$ cat src/rtl/vae_stream_sequencer_if.sv
// 64-bit AXI-Stream bundle used for both the input and the result stream.
`timescale 1ns/1ps
interface vae_stream_sequencer_if;
   logic [63:0] tdata;
   logic        tvalid;
   logic        tlast;
   logic        tready;

   modport master (output tdata, output tvalid, output tlast, input tready);
   modport slave  (input tdata, input tvalid, input tlast, output tready);
endinterface

$ cat src/rtl/vae_stream_sequencer.sv
// Control sequencer for the VAE core: streams one packet into four weight/input BRAMs,
// runs the core, then streams the output BRAM back out.
`timescale 1ns/1ps
module vae_stream_sequencer #(
   parameter int N_WB2M = 9,
   parameter int N_WB2V = 9,
   parameter int N_WB3  = 9,
   parameter int N_XIN  = 9,
   parameter int N_XOUT = 9,
   parameter int ADDR_W = 4
) (
   input  logic                  aclk,
   input  logic                  areset,
   vae_stream_sequencer_if.slave  s_axis,
   vae_stream_sequencer_if.master m_axis,
   output logic                  wb2_m_ena,
   output logic [ADDR_W-1:0]     wb2_m_addra,
   output logic [63:0]           wb2_m_dina,
   output logic [7:0]            wb2_m_wea,
   output logic                  wb2_v_ena,
   output logic [ADDR_W-1:0]     wb2_v_addra,
   output logic [63:0]           wb2_v_dina,
   output logic [7:0]            wb2_v_wea,
   output logic                  wb3_ena,
   output logic [ADDR_W-1:0]     wb3_addra,
   output logic [63:0]           wb3_dina,
   output logic [7:0]            wb3_wea,
   output logic                  xin_ena,
   output logic [ADDR_W-1:0]     xin_addra,
   output logic [15:0]           xin_dina,
   output logic [7:0]            xin_wea,
   input  logic                  vae_ready,
   output logic                  vae_start,
   input  logic                  vae_done,
   output logic                  xout_enb,
   output logic [ADDR_W-1:0]     xout_addrb,
   input  logic [15:0]           xout_doutb,
   output logic                  busy,
   output logic                  err_tlast
);
   localparam logic [ADDR_W-1:0] LAST_WB2M = ADDR_W'(N_WB2M - 1);
   localparam logic [ADDR_W-1:0] LAST_WB2V = ADDR_W'(N_WB2V - 1);
   localparam logic [ADDR_W-1:0] LAST_WB3  = ADDR_W'(N_WB3 - 1);
   localparam logic [ADDR_W-1:0] LAST_XIN  = ADDR_W'(N_XIN - 1);
   localparam logic [ADDR_W-1:0] LAST_XOUT = ADDR_W'(N_XOUT - 1);

   typedef enum logic [3:0] {
      S_IDLE, S_L_WB2M, S_L_WB2V, S_L_WB3, S_L_XIN,
      S_START, S_RUN, S_RD_ADDR, S_RD_DATA, S_SEND
   } state_t;

   state_t            r_state, w_state_nx, w_load_nx;
   logic [ADDR_W-1:0] r_cnt, w_cnt_nx, r_idx, w_idx_nx, r_waddr, w_waddr_nx, w_last_cnt;
   logic [63:0]       r_wdata, w_wdata_nx;
   logic [3:0]        r_wsel, w_wsel_nx, w_port;
   logic [15:0]       r_dout, w_dout_nx;
   logic              r_err, w_err_nx, r_start, w_start_nx;
   logic              w_load, w_last_beat, w_final;

   assign w_load = (r_state == S_L_WB2M) || (r_state == S_L_WB2V) ||
                   (r_state == S_L_WB3)  || (r_state == S_L_XIN);

   always_ff @(posedge aclk) begin
      if (areset) begin
         r_state <= S_IDLE;
         r_cnt   <= '0;
         r_idx   <= '0;
         r_waddr <= '0;
         r_wdata <= '0;
         r_wsel  <= '0;
         r_dout  <= '0;
         r_err   <= 1'b0;
         r_start <= 1'b0;
      end else begin
         r_state <= w_state_nx;
         r_cnt   <= w_cnt_nx;
         r_idx   <= w_idx_nx;
         r_waddr <= w_waddr_nx;
         r_wdata <= w_wdata_nx;
         r_wsel  <= w_wsel_nx;
         r_dout  <= w_dout_nx;
         r_err   <= w_err_nx;
         r_start <= w_start_nx;
      end
   end

   always_comb begin
      w_state_nx  = r_state;
      w_cnt_nx    = r_cnt;
      w_idx_nx    = r_idx;
      w_waddr_nx  = r_waddr;
      w_wdata_nx  = r_wdata;
      w_wsel_nx   = '0;
      w_dout_nx   = r_dout;
      w_err_nx    = r_err;
      w_start_nx  = 1'b0;
      w_last_cnt  = '0;
      w_load_nx   = S_IDLE;
      w_port      = '0;
      case (r_state)
         S_L_WB2M: begin w_last_cnt = LAST_WB2M; w_load_nx = S_L_WB2V; w_port = 4'b0001; end
         S_L_WB2V: begin w_last_cnt = LAST_WB2V; w_load_nx = S_L_WB3;  w_port = 4'b0010; end
         S_L_WB3:  begin w_last_cnt = LAST_WB3;  w_load_nx = S_L_XIN;  w_port = 4'b0100; end
         S_L_XIN:  begin w_last_cnt = LAST_XIN;  w_load_nx = S_START;  w_port = 4'b1000; end
         default: ;
      endcase
      w_last_beat = (r_cnt == w_last_cnt);
      w_final     = (r_state == S_L_XIN) && w_last_beat;

      case (r_state)
         S_IDLE: w_state_nx = S_L_WB2M;
         S_L_WB2M, S_L_WB2V, S_L_WB3, S_L_XIN: begin
            if (s_axis.tvalid) begin
               // the beat is always written, even when its tlast forces a restart
               w_wsel_nx  = w_port;
               w_waddr_nx = r_cnt;
               w_wdata_nx = s_axis.tdata;
               if (s_axis.tlast && !w_final) begin
                  w_err_nx   = 1'b1;
                  w_cnt_nx   = '0;
                  w_state_nx = S_L_WB2M;
               end else if (w_last_beat) begin
                  w_cnt_nx   = '0;
                  w_state_nx = w_load_nx;
                  if (w_final && !s_axis.tlast) w_err_nx = 1'b1;
               end else begin
                  w_cnt_nx = r_cnt + 1'b1;
               end
            end
         end
         S_START: if (vae_ready) begin
            w_start_nx = 1'b1;
            w_state_nx = S_RUN;
         end
         S_RUN: if (vae_done) begin
            w_idx_nx   = '0;
            w_state_nx = S_RD_ADDR;
         end
         S_RD_ADDR: w_state_nx = S_RD_DATA;
         S_RD_DATA: begin
            w_dout_nx  = xout_doutb;
            w_state_nx = S_SEND;
         end
         S_SEND: if (m_axis.tready) begin
            if (r_idx == LAST_XOUT) begin
               w_state_nx = S_IDLE;
            end else begin
               w_idx_nx   = r_idx + 1'b1;
               w_state_nx = S_RD_ADDR;
            end
         end
         default: w_state_nx = S_IDLE;
      endcase
   end

   assign s_axis.tready = w_load;
   assign m_axis.tvalid = (r_state == S_SEND);
   assign m_axis.tlast  = (r_state == S_SEND) && (r_idx == LAST_XOUT);
   assign m_axis.tdata  = {r_dout, 48'h0};

   // one shared write register fans out to all four ports; r_wsel picks the live one
   assign wb2_m_ena   = r_wsel[0];
   assign wb2_m_wea   = {8{r_wsel[0]}};
   assign wb2_m_addra = r_waddr;
   assign wb2_m_dina  = r_wdata;
   assign wb2_v_ena   = r_wsel[1];
   assign wb2_v_wea   = {8{r_wsel[1]}};
   assign wb2_v_addra = r_waddr;
   assign wb2_v_dina  = r_wdata;
   assign wb3_ena     = r_wsel[2];
   assign wb3_wea     = {8{r_wsel[2]}};
   assign wb3_addra   = r_waddr;
   assign wb3_dina    = r_wdata;
   assign xin_ena     = r_wsel[3];
   assign xin_wea     = {8{r_wsel[3]}};
   assign xin_addra   = r_waddr;
   assign xin_dina    = r_wdata[63:48];

   assign vae_start  = r_start;
   assign xout_enb   = (r_state == S_RD_ADDR);
   assign xout_addrb = r_idx;
   assign busy       = (r_state != S_IDLE);
   assign err_tlast  = r_err;
endmodule

$ cat src/flat_wrapper.sv
// flat-port wrapper written by rule: the top's interface ports become plain ports
module vae_stream_sequencer_flat 
#(
   parameter int N_WB2M = 9,
   parameter int N_WB2V = 9,
   parameter int N_WB3  = 9,
   parameter int N_XIN  = 9,
   parameter int N_XOUT = 9,
   parameter int ADDR_W = 4
)
  (aclk, areset, wb2_m_ena, wb2_m_addra, wb2_m_dina, wb2_m_wea, wb2_v_ena, wb2_v_addra, wb2_v_dina, wb2_v_wea, wb3_ena, wb3_addra, wb3_dina, wb3_wea, xin_ena, xin_addra, xin_dina, xin_wea, vae_ready, vae_start, vae_done, xout_enb, xout_addrb, xout_doutb, busy, err_tlast, s_axis_tdata, s_axis_tvalid, s_axis_tlast, s_axis_tready, m_axis_tdata, m_axis_tvalid, m_axis_tlast, m_axis_tready);
  vae_stream_sequencer_if s_axis_i ();
  vae_stream_sequencer_if m_axis_i ();
  input  logic aclk;
  input  logic areset;
  output logic wb2_m_ena;
  output logic [ADDR_W-1:0] wb2_m_addra;
  output logic [63:0] wb2_m_dina;
  output logic [7:0] wb2_m_wea;
  output logic wb2_v_ena;
  output logic [ADDR_W-1:0] wb2_v_addra;
  output logic [63:0] wb2_v_dina;
  output logic [7:0] wb2_v_wea;
  output logic wb3_ena;
  output logic [ADDR_W-1:0] wb3_addra;
  output logic [63:0] wb3_dina;
  output logic [7:0] wb3_wea;
  output logic xin_ena;
  output logic [ADDR_W-1:0] xin_addra;
  output logic [15:0] xin_dina;
  output logic [7:0] xin_wea;
  input  logic vae_ready;
  output logic vae_start;
  input  logic vae_done;
  output logic xout_enb;
  output logic [ADDR_W-1:0] xout_addrb;
  input  logic [15:0] xout_doutb;
  output logic busy;
  output logic err_tlast;
  input wire logic [$bits(s_axis_i.tdata)-1:0] s_axis_tdata;
  input wire logic [$bits(s_axis_i.tvalid)-1:0] s_axis_tvalid;
  input wire logic [$bits(s_axis_i.tlast)-1:0] s_axis_tlast;
  output wire logic [$bits(s_axis_i.tready)-1:0] s_axis_tready;
  output wire logic [$bits(m_axis_i.tdata)-1:0] m_axis_tdata;
  output wire logic [$bits(m_axis_i.tvalid)-1:0] m_axis_tvalid;
  output wire logic [$bits(m_axis_i.tlast)-1:0] m_axis_tlast;
  input wire logic [$bits(m_axis_i.tready)-1:0] m_axis_tready;
  assign s_axis_i.tdata = s_axis_tdata;
  assign s_axis_i.tvalid = s_axis_tvalid;
  assign s_axis_i.tlast = s_axis_tlast;
  assign s_axis_tready = s_axis_i.tready;
  assign m_axis_tdata = m_axis_i.tdata;
  assign m_axis_tvalid = m_axis_i.tvalid;
  assign m_axis_tlast = m_axis_i.tlast;
  assign m_axis_i.tready = m_axis_tready;
  vae_stream_sequencer #(.N_WB2M(N_WB2M), .N_WB2V(N_WB2V), .N_WB3(N_WB3), .N_XIN(N_XIN), .N_XOUT(N_XOUT), .ADDR_W(ADDR_W)) u_core (.aclk(aclk), .areset(areset), .s_axis(s_axis_i), .m_axis(m_axis_i), .wb2_m_ena(wb2_m_ena), .wb2_m_addra(wb2_m_addra), .wb2_m_dina(wb2_m_dina), .wb2_m_wea(wb2_m_wea), .wb2_v_ena(wb2_v_ena), .wb2_v_addra(wb2_v_addra), .wb2_v_dina(wb2_v_dina), .wb2_v_wea(wb2_v_wea), .wb3_ena(wb3_ena), .wb3_addra(wb3_addra), .wb3_dina(wb3_dina), .wb3_wea(wb3_wea), .xin_ena(xin_ena), .xin_addra(xin_addra), .xin_dina(xin_dina), .xin_wea(xin_wea), .vae_ready(vae_ready), .vae_start(vae_start), .vae_done(vae_done), .xout_enb(xout_enb), .xout_addrb(xout_addrb), .xout_doutb(xout_doutb), .busy(busy), .err_tlast(err_tlast));
endmodule
$ cat config.mk
export PLATFORM = sky130hd
export DESIGN_NAME = vae_stream_sequencer_flat
export DESIGN_NICKNAME = d
export VERILOG_FILES = /design/src/rtl/vae_stream_sequencer_if.sv /design/src/rtl/vae_stream_sequencer.sv /design/src/flat_wrapper.sv
export SDC_FILE = /design/constraint.sdc
export NUM_CORES = 1
export LEC_CHECK = 0
export BUFFER_PORTS_ARGS = -buffer_cell sky130_fd_sc_hd__buf_2
export CAP_MARGIN = 20
export CORE_AREA = 2 2 164 166
export CTS_CLUSTER_DIAMETER = 100
export CTS_CLUSTER_SIZE = 25
export DETAILED_ROUTE_END_ITERATION = 7
export DIE_AREA = 0 0 166 168
export GPL_TIMING_DRIVEN = 0
export PLACE_DENSITY_LB_ADDON = 0.25
export SYNTH_ARGS = -nofsm -noshare
export SYNTH_HDL_FRONTEND = slang
export SYNTH_SLANG_ARGS = --single-unit
$ cat constraint.sdc
create_clock -name aclk -period 3.41 [get_ports aclk]
set_input_delay 0.341 -clock aclk [delete_from_list [all_inputs] [get_ports aclk]]
set_output_delay 0.341 -clock aclk [all_outputs]
set_load 0.01 [all_outputs]
==> results.tsv <==
metric	value	unit
Max Buffers Root-to-Sink	2	
post-CTS sizing	0	
# IOs	422	
startpoint type of the worst setup path	flop	
Clock Latency Late Sink	0.36	ns
Hold Buf Count CTS	0	
htree depth	3	
Clock power frac	0.303	
unrepaired setup endpoints after global routing	false	
Final Worst Setup Slack	0.498	ns
Syn Area/Cell	7.93	um^2
Initial Util	0.221	
iteration count of the initial detailed-routing pass	4	
die width	166	um
post-synthesis sequential area ratio	0.351	
DIE HEIGHT	168	um
Num CTS Buffers	9	
ant diodes	0	
Setup Skew	0.0126	ns
clk slew on worst S/H paths	0.08	ns
cells on worst reg2reg path	10	
Mapped Area	5820	um^2
Final #Nets	1258	
vias per cell	3.78	
PD cells	426	nW/um^2
Die ar.	27900	um^2
Fmax	0.343	GHz
number of global-route vias before repair	4918	
Cells after Synth	734	
Final Hold Vio Count	0	
internal power	2.45	mW
grt total ovfl	0	
DRC viols	0	
number of synthesized flops with an enable pin	0	
Worst Hold Slack	0.212	ns
Tot Pwr	3.67	mW
first-pass GRT wire length	29100	um
Finished Layout Cells	1511	
Worst EP arrival	3.20	ns
Net Sw Frac	0.331	
Comb power frac	0.320	
CP required	3.69	ns
share of the synthesized area in the top cell type	0.351	
Max IR drop VDD	0.236	mV
max-cap violation count	0	
Layout area overhead	47.8	%
Max Slew Vio Count	0	
WL final	19700	um
setup TNS	0	ns
worst-path fanout max	10	
vias	5711	
# setup viols final	0	
synth warn	0	
post-DP HPWL	15700	um
1st-iter DRT viols	230	
RePlAce Congestion	0.747	
Crit Path Category	flop to flop	
antenna viol nets, final	0	
Worst Setup End Kind	flop	
fin crit share	0.854	
Yosys cell types	54	
clock root buffer	clkbuf_16	
wire length per cell	13.0	um
switching pwr	1.21	mW
CTS tree	yes	
Seq cells post-synth	102	
share of cells above drive strength 1	0.563	
Worst Max-Slew Pin Slew	0.976	ns
status	finished clean	
largest net degree at the start of global routing	20	
FP Rows	60	
Port-buffer cells	373	
area leader, netlist	dfxtp_1	
Tmin final	2.91	ns
Hold Path Class	input pin to flop	
# placed instances	1495	
Seq pwr share	0.377	
pre-CTS WS	0.482	ns
Setup Fix Bufs, Post-CTS	0	
leakage	4.89	nW
Post-synth top flop	dfxtp_1	
relative slew slack	0.344	
total core area	26400	um^2
dominant cells by area after synthesis	dfxtp_1 35%, buf_4 31%, nand2_1 12%	
Tot GR Track Use	0.133	
share of async-settable or async-resettable flops after synthesis	0	
Hold Crit Depth	3	
initial antenna violation count	0	
Clock Sink Count	102	
-- state kept, by name (all words and copies together) (netlist names) --
register,flops
u_core.wb2_m_dina,64
u_core.r_dout,16
u_core.r_cnt,4
u_core.r_state,4
u_core.r_wsel,4
u_core.wb2_m_addra,4
u_core.xout_addrb,4
u_core.err_tlast,1
u_core.vae_start,1
-- metrics by stage --
step            util  cell area (um^2)
5_1_grt        0.326              8600
6_report       0.326              8600
2_1_floorplan      -              6000
3_3_place_gp   0.315              8290
3_5_place_dp   0.315              8290
4_1_cts        0.326              8600
-- routing by layer --
metal / GRT usage / share of wire / up-vias
met3: 0.0362 / 0.071 / 11
met5: 0 / 0 / -
met1: 0.165 / 0.43 / 2512
li1: - / - / 2955
met4: 0.0287 / 0.0084 / 0
met2: 0.232 / 0.49 / 233
-- area by class of cell --
cell class / instances / area, um^2
plain buffers: 273 / 1950
clock buffers: 9 / 225
clock inverters: 7 / 88.8
fillers: 2895 / 17700
inverters: 10 / 37.5
multi-input cells: 396 / 1960
flip-flops and latches: 102 / 2040
well taps: 341 / 427
repair buffers: 373 / 1870
-- power groups by stage --
stage / combinational, mW / clock (mW) / sequential, mW
finish: 1.17 / 1.11 / 1.38
global route: 1.28 / 1.21 / 1.41
CTS: 1.19 / 1.17 / 1.39
detailed placement: 1.19 / 0 / 1.42
global placement: 1.19 / 0 / 1.41
floorplan: 0.721 / 0 / 1.42
-- worst max-delay path, stage by stage, from the launching register on --
cell      delay (ns)
dfxtp_1         0.37
buf_2           0.21
nor4b_1         0.40
a211oi_1        0.12
nor4b_2         0.43
nand2_1         0.14
ha_1            0.32
or3b_2          0.47
a21oi_1         0.15
o21ai_0         0.10
mux2i_1         0.14
-- cells in the final DEF, fill, tap and decap left out, drive strengths merged, types with 5 or more instances in the layout --
master / synthesis / layout
a21oi: 89 / 89
buf: 259 / 632
clkbuf: 14 / 23
conb: 1 / 48
dfxtp: 102 / 102
ha: 6 / 6
inv: 10 / 14
nand2: 179 / 179
nor2: 5 / 5
o21ai: 5 / 5
-- cells in the mapped netlist (all sizes together), types with 3 or more instances --
| cell type | n |
|---|---|
| nor4b | 3 |
| o21ai | 5 |
| a211oi | 3 |
| nor4 | 3 |
| nand3 | 4 |
| buf | 259 |
| clkbuf | 14 |
| inv | 10 |
| nor2 | 5 |
| mux2i | 3 |
| nor3 | 4 |
| nor2b | 4 |
| o32ai | 4 |
| a21oi | 89 |
| dfxtp | 102 |
| nand2 | 179 |
| ha | 6 |
-- cell families after synthesis --
kind of cell,Yosys count,synth area share
AO/OA/AOI/OAI,119,0.120
adder cells (fa/ha/maj),6,0.0129
XOR/XNOR,1,0.00151
flip-flops,102,0.351
multiplexers,3,0.00516
other,1,0.000644
AND/OR/NAND/NOR,219,0.166
buffers and inverters,283,0.342
-- path summary, 6_finish.rpt --
kind | startpoint | endpoint | slack (ns)
setup reg to reg | u_core.r_state[0] | u_core.r_state[2] | 0.50
hold / removal | xout_doutb[6] | u_core.r_dout[6] | 0.21
hold reg to reg | u_core.r_dout[14] | u_core.r_dout[14] | 0.45
setup / recovery | u_core.r_state[0] | u_core.r_state[2] | 0.50
No activity file was read; power rests on OpenSTA's default activity.
